[config.mk]
export PLATFORM = sky130hd
export DESIGN_NAME = mem_arbiter_flat
export DESIGN_NICKNAME = d
export VERILOG_FILES = /design/src/rtl/mem_arbiter_pkg.sv /design/src/rtl/mem_arbiter_if.sv /design/src/rtl/mem_arbiter.sv /design/src/flat_wrapper.sv
export SDC_FILE = /design/constraint.sdc
export NUM_CORES = 1
export LEC_CHECK = 0
export ABC_AREA = 1
export BUFFER_PORTS_ARGS = -buffer_cell sky130_fd_sc_hd__buf_2
export CAP_MARGIN = 20
export CELL_PAD_IN_SITES_DETAIL_PLACEMENT = 1
export CELL_PAD_IN_SITES_GLOBAL_PLACEMENT = 1
export CORE_ASPECT_RATIO = 2
export CORE_UTILIZATION = 30
export CTS_CLUSTER_DIAMETER = 80
export DETAILED_ROUTE_END_ITERATION = 10
export HOLD_SLACK_MARGIN = 0.08
export PLACE_DENSITY_LB_ADDON = 0.1
export SETUP_SLACK_MARGIN = 0.3
export SLEW_MARGIN = 0
export SYNTH_ARGS = -nofsm -noshare
export SYNTH_HDL_FRONTEND = slang
export SYNTH_SLANG_ARGS = --single-unit
[constraint.sdc]
create_clock -name clk -period 2.95 [get_ports clk]
set_input_delay 0.59 -clock clk [delete_from_list [all_inputs] [get_ports clk]]
set_output_delay 0.59 -clock clk [all_outputs]
set_load 0.02 [all_outputs]
[src/rtl/mem_arbiter_pkg.sv]
// Shared types for the instruction/data RAM arbiter.
package mem_arbiter_pkg;

  // Arbiter sequencing: capture a command, let the RAM sample it, return the ack.
  typedef enum logic [1:0] {IDLE, ISSUE, RESP} arb_state_t;

  // Requesting port; also the encoding of the round-robin history bit.
  typedef enum logic {PORT_I, PORT_D} port_t;

endpackage

[src/rtl/mem_arbiter_if.sv]
// Bundle of the two CPU request ports and the single-port RAM command bus.
interface mem_arbiter_if #(
  parameter int unsigned ADDR_WIDTH = 14,
  parameter int unsigned DATA_WIDTH = 32
);
  // Instruction-fetch port (read only)
  logic                    i_req;
  logic [ADDR_WIDTH-1:0]   i_addr;
  logic                    i_ack;
  logic [DATA_WIDTH-1:0]   i_rdata;
  // Data port
  logic                    d_req;
  logic                    d_we;
  logic [ADDR_WIDTH-1:0]   d_addr;
  logic [DATA_WIDTH/8-1:0] d_be;
  logic [DATA_WIDTH-1:0]   d_wdata;
  logic                    d_ack;
  logic [DATA_WIDTH-1:0]   d_rdata;
  // RAM command bus
  logic                    ram_en;
  logic [DATA_WIDTH/8-1:0] ram_we;
  logic [ADDR_WIDTH-1:0]   ram_addr;
  logic [DATA_WIDTH-1:0]   ram_wdata;
  logic [DATA_WIDTH-1:0]   ram_rdata;

  // Arbiter side
  modport slave (
    input  i_req, i_addr, d_req, d_we, d_addr, d_be, d_wdata, ram_rdata,
    output i_ack, i_rdata, d_ack, d_rdata, ram_en, ram_we, ram_addr, ram_wdata
  );

  // Requester / RAM side
  modport master (
    output i_req, i_addr, d_req, d_we, d_addr, d_be, d_wdata, ram_rdata,
    input  i_ack, i_rdata, d_ack, d_rdata, ram_en, ram_we, ram_addr, ram_wdata
  );

endinterface

[src/rtl/mem_arbiter.sv]
// Round-robin arbiter sharing one synchronous single-port RAM between the
// instruction-fetch and data ports. One access every three cycles; all
// command and ack outputs are registered.
module mem_arbiter
  import mem_arbiter_pkg::*;
#(
  parameter int unsigned ADDR_WIDTH = 14,
  parameter int unsigned DATA_WIDTH = 32
) (
  input  logic         clk,
  input  logic         reset,
  mem_arbiter_if.slave bus
);

  localparam int unsigned BE_WIDTH = DATA_WIDTH / 8;

  arb_state_t            state_q;
  port_t                 last_gnt_q;
  port_t                 pick;
  logic                  ram_en_q;
  logic [BE_WIDTH-1:0]   ram_we_q;
  logic [ADDR_WIDTH-1:0] ram_addr_q;
  logic [DATA_WIDTH-1:0] ram_wdata_q;
  logic                  i_ack_q;
  logic                  d_ack_q;

  // Round-robin pick: a lone requester wins, a tie goes to the port not served last.
  always_comb begin
    pick = PORT_I;
    if (bus.i_req && bus.d_req) begin
      pick = (last_gnt_q == PORT_D) ? PORT_I : PORT_D;
    end else if (bus.d_req) begin
      pick = PORT_D;
    end
  end

  // Access sequencer with registered RAM command and ack outputs.
  always_ff @(posedge clk or negedge reset) begin
    if (!reset) begin
      state_q     <= IDLE;
      last_gnt_q  <= PORT_D;
      ram_en_q    <= 1'b0;
      ram_we_q    <= '0;
      ram_addr_q  <= '0;
      ram_wdata_q <= '0;
      i_ack_q     <= 1'b0;
      d_ack_q     <= 1'b0;
    end else begin
      unique case (state_q)
        IDLE: begin
          if (bus.i_req || bus.d_req) begin
            state_q    <= ISSUE;
            last_gnt_q <= pick;
            ram_en_q   <= 1'b1;
            if (pick == PORT_I) begin
              ram_we_q   <= '0;
              ram_addr_q <= bus.i_addr;
            end else begin
              ram_we_q    <= bus.d_we ? bus.d_be : '0;
              ram_addr_q  <= bus.d_addr;
              ram_wdata_q <= bus.d_wdata;
            end
          end
        end
        ISSUE: begin
          // RAM samples the command at the end of this cycle.
          state_q  <= RESP;
          ram_en_q <= 1'b0;
          ram_we_q <= '0;
          if (last_gnt_q == PORT_I) begin
            i_ack_q <= 1'b1;
          end else begin
            d_ack_q <= 1'b1;
          end
        end
        RESP: begin
          // Requests are not sampled here: they still belong to the access just served.
          state_q <= IDLE;
          i_ack_q <= 1'b0;
          d_ack_q <= 1'b0;
        end
        default: begin
          state_q <= IDLE;
        end
      endcase
    end
  end

  assign bus.ram_en    = ram_en_q;
  assign bus.ram_we    = ram_we_q;
  assign bus.ram_addr  = ram_addr_q;
  assign bus.ram_wdata = ram_wdata_q;
  assign bus.i_ack     = i_ack_q;
  assign bus.d_ack     = d_ack_q;
  // Read data comes straight from the RAM output register; meaningful only with ack.
  assign bus.i_rdata   = bus.ram_rdata;
  assign bus.d_rdata   = bus.ram_rdata;

endmodule

[src/flat_wrapper.sv]
// flat-port wrapper written by rule: the top's interface ports become plain ports
module mem_arbiter_flat import mem_arbiter_pkg::*;
#(
  parameter int unsigned ADDR_WIDTH = 14,
  parameter int unsigned DATA_WIDTH = 32
)
  (clk, reset, bus_i_req, bus_i_addr, bus_d_req, bus_d_we, bus_d_addr, bus_d_be, bus_d_wdata, bus_ram_rdata, bus_i_ack, bus_i_rdata, bus_d_ack, bus_d_rdata, bus_ram_en, bus_ram_we, bus_ram_addr, bus_ram_wdata);
  mem_arbiter_if #(.ADDR_WIDTH(ADDR_WIDTH), .DATA_WIDTH(DATA_WIDTH)) bus_i ();
  input  logic clk;
  input  logic reset;
  input wire logic [$bits(bus_i.i_req)-1:0] bus_i_req;
  input wire logic [$bits(bus_i.i_addr)-1:0] bus_i_addr;
  input wire logic [$bits(bus_i.d_req)-1:0] bus_d_req;
  input wire logic [$bits(bus_i.d_we)-1:0] bus_d_we;
  input wire logic [$bits(bus_i.d_addr)-1:0] bus_d_addr;
  input wire logic [$bits(bus_i.d_be)-1:0] bus_d_be;
  input wire logic [$bits(bus_i.d_wdata)-1:0] bus_d_wdata;
  input wire logic [$bits(bus_i.ram_rdata)-1:0] bus_ram_rdata;
  output wire logic [$bits(bus_i.i_ack)-1:0] bus_i_ack;
  output wire logic [$bits(bus_i.i_rdata)-1:0] bus_i_rdata;
  output wire logic [$bits(bus_i.d_ack)-1:0] bus_d_ack;
  output wire logic [$bits(bus_i.d_rdata)-1:0] bus_d_rdata;
  output wire logic [$bits(bus_i.ram_en)-1:0] bus_ram_en;
  output wire logic [$bits(bus_i.ram_we)-1:0] bus_ram_we;
  output wire logic [$bits(bus_i.ram_addr)-1:0] bus_ram_addr;
  output wire logic [$bits(bus_i.ram_wdata)-1:0] bus_ram_wdata;
  assign bus_i.i_req = bus_i_req;
  assign bus_i.i_addr = bus_i_addr;
  assign bus_i.d_req = bus_d_req;
  assign bus_i.d_we = bus_d_we;
  assign bus_i.d_addr = bus_d_addr;
  assign bus_i.d_be = bus_d_be;
  assign bus_i.d_wdata = bus_d_wdata;
  assign bus_i.ram_rdata = bus_ram_rdata;
  assign bus_i_ack = bus_i.i_ack;
  assign bus_i_rdata = bus_i.i_rdata;
  assign bus_d_ack = bus_i.d_ack;
  assign bus_d_rdata = bus_i.d_rdata;
  assign bus_ram_en = bus_i.ram_en;
  assign bus_ram_we = bus_i.ram_we;
  assign bus_ram_addr = bus_i.ram_addr;
  assign bus_ram_wdata = bus_i.ram_wdata;
  mem_arbiter #(.ADDR_WIDTH(ADDR_WIDTH), .DATA_WIDTH(DATA_WIDTH)) u_core (.clk(clk), .reset(reset), .bus(bus_i));
endmodule
==> results of run 1 <==
## area by class of cell
type / instances / area, sq um
fill: 1206 / 6370
inverter: 35 / 134
clock buffer: 8 / 146
timing repair buffer: 124 / 641
multi-input combinational: 199 / 900
tap: 132 / 165
sequential: 56 / 1400
## worst min path at each step
stage                                               from                              endpoint  slack, ns  cells past startpoint
floorplan                                          reset          u_core.bus.d_ack$_DFFE_PN0P_       0.29                      0
global placement    u_core.bus.ram_wdata[16]$_DFFE_PN0P_  u_core.bus.ram_wdata[16]$_DFFE_PN0P_       0.45                      2
detailed placement  u_core.bus.ram_wdata[16]$_DFFE_PN0P_  u_core.bus.ram_wdata[16]$_DFFE_PN0P_       0.45                      2
CTS                                                reset  u_core.bus.ram_wdata[29]$_DFFE_PN0P_       0.34                      1
global route                                       reset  u_core.bus.ram_wdata[29]$_DFFE_PN0P_       0.37                      1
finish                                             reset  u_core.bus.ram_wdata[29]$_DFFE_PN0P_       0.32                      1
## sequential cells by signal, summed over array words and instances (netlist names)
name	cells
u_core.bus.d_ack	1
u_core.bus.i_ack	1
u_core.bus.ram_addr	14
u_core.bus.ram_en	1
u_core.bus.ram_wdata	32
u_core.bus.ram_we	4
u_core.last_gnt_q	1
u_core.state_q	2
## cells by family (layout without fill, tap and decap cells)
logic type,count (synthesis),after routing,share of synthesized area [%]
AND/OR/NAND/NOR,195,195,28.6
buffers and inverters,115,167,24.3
flip-flops,56,56,46.1
AO/OA/AOI/OAI,4,4,1.03
## power by group through the flow
stage | logic, mW | registers [mW] | clock network [mW]
floorplan | 0.871 | 1.76 | 0
global placement | 1.68 | 1.37 | 0
detailed placement | 1.72 | 1.37 | 0
CTS | 1.72 | 1.36 | 0.622
global route | 1.87 | 1.40 | 0.646
finish | 1.67 | 1.35 | 0.597
## metal layers
metal | GRT usage, % | up-vias
met5 | 0 | -
met4 | 5.78 | 0
met3 | 3.76 | 14
met2 | 29.2 | 96
met1 | 16.3 | 1157
li1 | - | 1175
## synthesized netlist by cell type
cell      number  area, sq um
nand3_1       64          320
dfstp_2        1         26.3
nand2_4        1         11.3
o21ai_0        1         5.00
nand2_8        1         20.0
inv_1         34          128
buf_2          6         30.0
nand2_1      119          447
a21oi_1        2         10.0
nand2_2        1         6.26
nand3b_1       4         30.0
nor2_4         2         22.5
buf_6          5         56.3
dfrtp_1       55         1380
nor2_1         3         11.3
buf_4         69          518
inv_4          1         6.26
o21ai_4        1         16.3
## worst max-delay path, stage by stage
cell and delay (ns):
buf_2 0.13, nand2_2 0.24, nand2_4 0.19, inv_4 0.26
buf_4 0.27, nand3_1 0.10, nand2_1 0.08
## cells in the final DEF, fill, tap and decap left out
master	synthesis	layout
dfrtp_1	55	55
clkbuf_16	0	5
buf_4	69	2
buf_2	6	121
a21oi_1	2	2
nand2_8	1	1
nand3_1	64	64
nor2_1	3	3
inv_4	1	1
nand2_4	1	1
dfstp_2	1	1
nand2_2	1	1
buf_12	0	1
inv_1	34	34
clkbuf_1	0	2
nand2_1	119	119
o21ai_0	1	1
nor2_4	2	2
nand3b_1	4	4
clkbuf_8	0	1
o21ai_4	1	1
==> results by group, run 1 <==
Global routing
  • Initial antenna violation count: 0
  • Largest net degree at the start of global routing: 34
  • First-pass GRT wire length: 12,400 um
  • Vias in the first global route: 2,545
  • Grt ovf: 0
  • GRT Total Usage: 15.6%

STA
  • Worst setup slack after layout: 1.30 ns
  • Final setup violation count: 0
  • Worst-margin pin slew: 0.651 ns
  • Period utilisation layout: 56.0%
  • Max Freq: 605 MHz
  • Final Hold Viols: 0
  • WHS: 0.324 ns
  • Fin. max-slew vios: 0
  • Max Clock Skew: 0.00640 ns
  • Slew HR: 56.6%
  • Final min period: 1.65 ns
  • Setup TNS Final: 0 ns
  • Unrepaired setup endpoints after global routing: false

Synth
  • Register area share after synthesis: 46.1%
  • Post-synthesis instance total: 370
  • Yosys warnings: 0
  • Synth Area per Inst: 8.22 sq um
  • Synthesized cell area: 0.00304 sq mm
  • Yosys reg bits: 56
  • Syn_nets: 471
  • Count of different cell masters after synthesis: 18

Power and ir drop
  • Internal Power: 1.99 mW
  • Psw: 1.63 mW
  • Leak: 2.00 nW
  • Sw frac: 44.9%
  • Peak VDD IR: 0.000333 V
  • Pwr dens: 1070 mW/mm^2
  • Combinational power share: 46.2%
  • Final Total Pwr: 3.62 mW
  • Sequential fraction of design power: 37.3%
  • Clock Power Share: 16.5%

Clock tree
  • CTS Buffer Depth: 2
  • H-tree depth: 2
  • Clock transition at path regs: 0.07 ns
  • TritonCTS buffer count: 5
  • Post-CTS Resized: 0
  • Setup bufs post-CTS: 0
  • Clk_lat worst skew: 0.29 ns
  • Sink Count: 56
  • Root Driver: clkbuf_16
  • TritonCTS clock tree: built
  • # hold bufs at CTS: 0

Floorplanning
  • Ports: 218
  • Die width: 73.2 um
  • Die H: 144 um
  • Core Area: 0.00976 sq mm
  • Initial Utilization: 31.1%
  • DIE AREA: 0.0106 sq mm
  • Row count: 51

Finish
  • N_diodes: 0
  • Final Non-Filler Cells: 554
  • Layout cells sized above 1: 32.7%
  • Area delta synth->final: 11.4%
  • Finished Core Util: 34.7%
  • Fin area: 0.00339 sq mm
  • Net count, final: 522

Detailed routing
  • Wire length on met2: 4420 um
  • Metal-1 WL: 2830 um
  • DR iter-0 viols: 92
  • Vias/cell: 4.41
  • Remaining antenna violation count after routing: 0
  • Post-Route WL: 7910 um
  • Wire length per cell: 14.3 um
  • First-pass DRT Iterations: 4
  • Met3 Wirelength: 544 um
  • DR DRC count: 0
  • DR vias: 2,442
  • Max Used Layer: met4

Setup path
  • Crit path required time: 3.18 ns
  • Worst setup path end: u_core.bus.ram_wdata[28]$_DFFE_PN0P_
  • R2r setup slk: 1.31 ns
  • FF-to-FF End: u_core.bus.ram_wdata[28]$_DFFE_PN0P_
  • Crit path max fanout: 22
  • Endpoint class of the critical path: register
  • Startpoint Class: input port
  • WS Path Type: input port to register
  • CP startpoint: bus_i_req
  • CP arrival: 1.88 ns
  • Reg-to-Reg Start: u_core.last_gnt_q$_DFFE_PN1P_
  • R2R depth: 6

Placement
  • Port Buffers: 121
  • Post-DP HPWL: 6130 um
  • Placer Congestion: 0.741
  • Placed Cells: 546
  • Dpl ws: 0.967 ns
  • Post-DP Area: 0.00324 sq mm

Run
  • Number of max-cap violations: 0

Worst hold path
  • HP Class: input port to async pin

Outcome
  • Status: complete, no violations
(Power assumes the default switching activity.)
==> run 2, diff against run 1 <==
Settings changed: CORE_UTILIZATION 30 to 28.
Clock period 2.95 ns to 1.65 ns, I/O delays scaled along.
==> run 2 against run 1 <==
Routed wire length increased by 5.8%. Critical path depth decreased by 1. Clock power increased by 110%. Largest power group unchanged.
==> results by group, run 2 (synthesized netlist as in run 1, its figures left out) <==
Finish
  • Layout cells sized above 1: 34.6% (+1.9 points)
  • Net count, final: 533 (+2.1%)
  • Filler Cell Count: 1,315 (+9.0%)
  • Fin area: 0.00355 sq mm (+4.8%)
  • N_diodes: 0 (unchanged)
  • Area delta synth->final: 16.8%
  • Commonest cells after routing, fill and taps aside: 121 x buf_2, 119 x nand2_1, 64 x nand3_1, 55 x dfrtp_1, 34 x inv_1
  • Commonest non-fill, non-tap cell in the layout: buf_2
  • Largest register FFs: 32 (unchanged)

Floorplanning
  • DIE AREA: 0.0113 sq mm (+7.0%)
  • Core Area: 0.0105 sq mm (+8.0%)
  • Die H: 149 um (+3.5%)
  • Row count: 53 (+3.9%)
  • Die width: 75.7 um (+3.4%)
  • Initial Utilization: 28.8% (-2.3 points)
  • Ports: 218 (unchanged)

Worst hold path
  • HP Class: input port to register

Clock tree
  • CTS Buffer Depth: 2 (unchanged)
  • H-tree depth: 2 (unchanged)
  • Clock transition at path regs: 0.07 ns (about the same)
  • Clk_lat worst skew: 0.30 ns (about the same)
  • TritonCTS clock tree: built
  • Sink Count: 56 (unchanged)
  • Root Driver: clkbuf_16
  • TritonCTS buffer count: 5 (unchanged)

STA
  • Setup TNS Final: 0 ns (unchanged)
  • Final setup violation count: 0 (unchanged)
  • Max Freq: 801 MHz
  • Final min period: 1.25 ns
  • Period utilisation layout: 75.7%
  • Worst-margin pin slew: 0.519 ns (-0.131 ns)
  • Fin. max-slew vios: 0 (unchanged)
  • Slew HR: 65.2% (+8.6 points)
  • Final Hold Viols: 0 (unchanged)
  • Max Clock Skew: 0.00365 ns (-0.00274 ns)
  • Unrepaired setup endpoints after global routing: false

Detailed routing
  • DR vias: 2,481 (+1.6%)
  • Met3 Wirelength: 411 um (-24%)
  • Max Used Layer: met4
  • Post-Route WL: 8370 um (+5.8%)
  • Metal-1 WL: 2770 um (-2.1%)
  • First-pass DRT Iterations: 4 (unchanged)
  • Wire length per cell: 14.7 um (+2.8%)
  • Vias/cell: 4.35 (-1.3%)
  • DR DRC count: 0 (unchanged)
  • Wire length on met2: 5000 um (+13%)
  • DR iter-0 viols: 67 (-27%)
  • Remaining antenna violation count after routing: 0 (unchanged)

Setup path
  • Endpoint class of the critical path: register
  • R2r setup slk: 0.40 ns (-0.91 ns)
  • WS Path Type: register to register
  • Startpoint Class: register
  • Crit path required time: 1.84 ns (-1.34 ns)
  • Crit path max fanout: 20 (-9.1%)
  • CP arrival: 1.44 ns (-0.44 ns)

Power and ir drop
  • Pwr dens: 1940 mW/mm^2 (+81%)
  • Leak: 2.08 nW (+3.9%)
  • Final Total Pwr: 6.88 mW (+90%)
  • Peak VDD IR: 0.000469 V (+41%)

Run
  • Number of max-cap violations: 0 (unchanged)

Placement
  • Post-DP HPWL: 6310 um (+3.0%)
  • Post-DP Area: 0.00331 sq mm (+2.1%)
  • Port Buffers: 121 (unchanged)
  • Placer Congestion: 0.691 (-6.8%)

Global routing
  • Initial antenna violation count: 0 (unchanged)
  • First-pass GRT wire length: 13,100 um (+5.7%)
  • Grt ovf: 0 (unchanged)
  • GRT Total Usage: 15.7% (+0.069 points)
  • Largest net degree at the start of global routing: 34 (unchanged)
  • Vias in the first global route: 2,663 (+4.6%)

Outcome
  • Status: complete, no violations
## run 2: cell count changes in the layout (fill, tap and decap cells not counted), moves of 2 or more
cell      previous run  this run
buf_12               1         4
buf_4                2         6
buf_6                0         2
clkbuf_1             2         0
## run 2: what timing repair did
item,in CTS,in global routing
endpoints found under the setup margin,0,32
setup buffers,0,4
hold buffers,1,0
endpoints found under the hold margin,14,0
resized for setup,0,3
## run 2: worst paths after layout
check / cells past startpoint / from / to
max in group asynchronous: 3 / reset / u_core.bus.ram_wdata[2]$_DFFE_PN0P_
hold reg to reg: 2 / u_core.bus.ram_wdata[4]$_DFFE_PN0P_ / u_core.bus.ram_wdata[4]$_DFFE_PN0P_
setup / recovery: 6 / u_core.last_gnt_q$_DFFE_PN1P_ / u_core.bus.ram_wdata[30]$_DFFE_PN0P_
min in group asynchronous: 2 / reset / u_core.state_q[1]$_DFFE_PN0P_
hold / removal: 3 / bus_d_wdata[6] / u_core.bus.ram_wdata[6]$_DFFE_PN0P_
setup reg to reg: 6 / u_core.last_gnt_q$_DFFE_PN1P_ / u_core.bus.ram_wdata[30]$_DFFE_PN0P_
## run 2: worst max-delay path: stages, from the launching register on
cell and delay [ns]:
dfstp_2 0.56, nand2_2 0.08, nand2_4 0.09, inv_6 0.09, buf_12 0.17, nand3_1 0.08, nand2_1 0.06
## run 2: per-stage QoR
step	hold slack (ns)	instances	util, %	setup WS, ns
4_1_cts	0.249	565	33.1	0.347
2_1_floorplan	0.0344	370	-	0.477
5_1_grt	0.262	570	33.7	0.326
3_3_place_gp	0.333	556	31.4	0.335
3_5_place_dp	0.336	556	31.4	0.314
6_report	0.259	570	33.7	0.401
## run 2: cell type report
cell class / instances / area [sq um] / area share [%]
clock buffers: 5 / 125 / 3.52
clock inverters: 3 / 42.5 / 1.20
inverters: 35 / 136 / 3.84
multi-input cells: 200 / 911 / 25.6
flip-flops and latches: 56 / 1400 / 39.5
well taps: 137 / 171 / 4.83
repair buffers: 134 / 763 / 21.5
## run 2: per-layer routing
layer  vias to the layer above  global-route usage [%]
li1                       1198                       -
met3                        20                    2.97
met1                      1189                    14.4
met2                        74                    31.0
met4                         0                    6.94
met5                         -                       0
## run 2: power breakdown
group | internal [mW] | switching (mW) | total (mW)
registers | 2.03 | 0.370 | 2.40
logic | 1.10 | 2.16 | 3.26
clock network | 0.715 | 0.512 | 1.23
total | 3.84 | 3.04 | 6.88
==> run 3, diff against run 2 <==
Settings changed: CORE_UTILIZATION 28 to 25.
Clock period 1.65 ns to 1.1 ns, I/O delays scaled along.
==> run 3 against run 2 <==
The run now ends with hold timing, setup timing left. Clock skew up 0.0038 ns. Flip-flop and latch count unchanged. Power up 110%. Critical path type unchanged. Cell area is 33% higher. Die area up 12%. Register-to-register slack worse by 0.52 ns. Via count up 10%. Global-route usage fell by 0.42 points. Largest cell class is now non-clock buffers. Core utilization grew 6.4 points.
==> results by group, run 3 (synthesized netlist as in run 1, its figures left out) <==
Outcome
  • Status: finished, violations left
  • Violated checks: hold timing, setup timing

Setup path
  • R2r setup slk: -0.12 ns (-0.52 ns)
  • Slowest CP cell: dfrtp_2
  • WS Path Type: register to register
  • Reg-to-Reg Start: u_core.state_q[0]$_DFFE_PN0P_
  • R2R depth: 6 (unchanged)
  • Crit path required time: 1.29 ns (-0.55 ns)
  • Crit path max fanout: 8 (-60%)
  • Worst setup path end: u_core.bus.ram_wdata[27]$_DFFE_PN0P_
  • Critical path's largest stage delay: 0.44 ns (-0.12 ns)
  • CP startpoint: u_core.state_q[0]$_DFFE_PN0P_
  • FF-to-FF End: u_core.bus.ram_wdata[27]$_DFFE_PN0P_
  • Endpoint class of the critical path: register
  • Startpoint Class: register
  • CP arrival: 1.42 ns (-0.02 ns)
  • Worst path cell trace: nor2_4 > buf_12 > buf_12 > nand2_8 > nand2_2 > nand2_2

Detailed routing
  • DR DRC count: 0 (unchanged)
  • Post-Route WL: 9090 um (+8.6%)
  • Vias/cell: 4.25 (-2.5%)
  • Max Used Layer: met4
  • Metal-1 WL: 3020 um (+9.4%)
  • DR vias: 2,734 (+10%)
  • Remaining antenna violation count after routing: 0 (unchanged)
  • Wire length per cell: 14.1 um (-3.9%)
  • Met3 Wirelength: 468 um (+14%)
  • Wire length on met2: 5440 um (+8.9%)
  • First-pass DRT Iterations: 4 (unchanged)
  • DR iter-0 viols: 75 (+12%)

Floorplanning
  • Die H: 158 um (+5.8%)
  • Core Area: 0.0118 sq mm (+12%)
  • Row count: 56 (+5.7%)
  • Ports: 218 (unchanged)
  • Initial Utilization: 25.8% (-3.0 points)
  • Die width: 80.0 um (+5.7%)
  • DIE AREA: 0.0126 sq mm (+12%)

STA
  • Final setup violation count: 53 (+53)
  • Final Hold Viols: 7 (+7)
  • Final min period: 1.22 ns (-0.0262 ns)
  • Max Freq: 818 MHz (+2.1%)
  • Unrepaired setup endpoints after global routing: true
  • WHS: -0.211 ns (-0.470 ns)
  • Fin. max-slew vios: 0 (unchanged)
  • Slew HR: 80.8% (+16 points)
  • Worst-margin pin slew: 0.287 ns (-0.232 ns)
  • Worst setup slack after layout: -0.123 ns (-0.524 ns)
  • Period utilisation layout: 111% (+35 points)
  • Max Clock Skew: 0.00748 ns (+0.00382 ns)

Placement
  • Post-DP HPWL: 6200 um (-1.8%)
  • Dpl ws: -0.222 ns (-0.535 ns)
  • Placer Congestion: 0.694 (+0.36%)
  • Port Buffers: 121 (unchanged)

Clock tree
  • Clk_lat worst skew: 0.30 ns (about the same)
  • CTS Buffer Depth: 2 (unchanged)
  • TritonCTS buffer count: 5 (unchanged)
  • Sink Count: 56 (unchanged)
  • Clock transition at path regs: 0.07 ns (about the same)
  • Root Driver: clkbuf_16
  • TritonCTS clock tree: built
  • H-tree depth: 2 (unchanged)

Global routing
  • GRT Total Usage: 15.3% (-0.42 points)
  • First-pass GRT wire length: 14,600 um (+12%)
  • Largest net degree at the start of global routing: 41 (+21%)
  • Vias in the first global route: 3,006 (+13%)
  • Initial antenna violation count: 0 (unchanged)
  • Grt ovf: 0 (unchanged)

Power and ir drop
  • Leak: 2.55 nW (+23%)
  • Peak VDD IR: 0.000978 V (+110%)
  • Pwr dens: 3030 mW/mm^2 (+56%)

Run
  • Number of max-cap violations: 0 (unchanged)

Finish
  • Commonest non-fill, non-tap cell in the layout: nand2_1
  • N_diodes: 0 (unchanged)
  • Largest register FFs: 32 (unchanged)
  • Net count, final: 599 (+12%)
  • Area delta synth->final: 55.2%
  • Commonest cells after routing, fill and taps aside: 89 x nand2_1, 68 x buf_2, 60 x buf_4, 57 x buf_6, 53 x dfrtp_1
  • Layout cells sized above 1: 53.7% (+19 points)
  • Filler Cell Count: 1,403 (+6.7%)

Worst hold path
  • HP Class: input port to async pin
==> run 3: cell types whose count changed in the layout (fill, tap and decap cells not counted), moves of 2 or more <==
cell / change
inv_1: -3
nand2_8: +4
buf_4: +54
nand2_1: -30
buf_12: +9
buf_6: +55
buf_2: -53
nand2_2: +28
nand3_1: -15
inv_2: +2
dfrtp_1: -2
dfrtp_2: +2
nand3_2: +15
==> run 3: power breakdown <==
group / total (mW) / internal (mW) / switching (mW) / leakage (nW)
Combinational: 8.82 / 4.71 / 4.10 / 1.79
Clock: 1.67 / 0.910 / 0.761 / 0.0701
Sequential: 3.82 / 3.06 / 0.756 / 0.689
Total: 14.3 / 8.68 / 5.62 / 2.55
==> run 3: final cells by class <==
class	instances	area (sq um)	share of cell area, %
Sequential cell	56	1410	29.8
Timing Repair Buffer	198	1690	35.9
Clock buffer	7	143	3.02
Multi-Input combinational cell	202	1140	24.2
Clock inverter	1	7.51	0.159
Tap cell	145	181	3.84
Inverter	35	150	3.18
==> run 3: timing repair <==
action,in CTS,in global routing
endpoints found under the setup margin,109,109
gates cloned,3,0
pin swaps,7,11
gates resized for setup,146,11
hold endpoints to repair,17,17
setup buffers,39,18
==> run 3: critical path: cells and delay by family, from the launching register on <==
family | cells | cell delay, ns
buffers and inverters | 2 | 0.28
flip-flops | 1 | 0.44
AND/OR/NAND/NOR | 4 | 0.39
==> run 3: metal layers <==
layer | GRT usage, % | up-vias
met4 | 5.61 | 0
met1 | 15.1 | 1291
met2 | 30.4 | 96
li1 | - | 1335
met5 | 0 | -
met3 | 2.59 | 12
==> run 3: how the worst min path moves through the flow <==
stage | start | slack, ns | endpoint | cells after the start
floorplan | reset | -0.08 | u_core.bus.d_ack$_DFFE_PN0P_ | 0
global placement | reset | 0.12 | u_core.bus.ram_wdata[9]$_DFFE_PN0P_ | 1
detailed placement | reset | 0.12 | u_core.bus.ram_wdata[8]$_DFFE_PN0P_ | 1
CTS | reset | -0.21 | u_core.bus.ram_wdata[8]$_DFFE_PN0P_ | 1
global route | reset | -0.21 | u_core.bus.ram_wdata[9]$_DFFE_PN0P_ | 1
finish | reset | -0.21 | u_core.bus.ram_wdata[9]$_DFFE_PN0P_ | 1
==> run 3: stage by stage <==
stage	cell area [sq um]	util (%)	total power, mW	cells	setup TNS, ns
global placement	3560	30.2	9.02	576	-7.37
global route	4720	40.1	15.3	644	-7.85
floorplan	3150	-	7.22	370	-2.06
finish	4720	40.1	14.3	644	-4.49
detailed placement	3560	30.2	9.12	576	-8.94
CTS	4550	38.7	14.0	626	-4.83
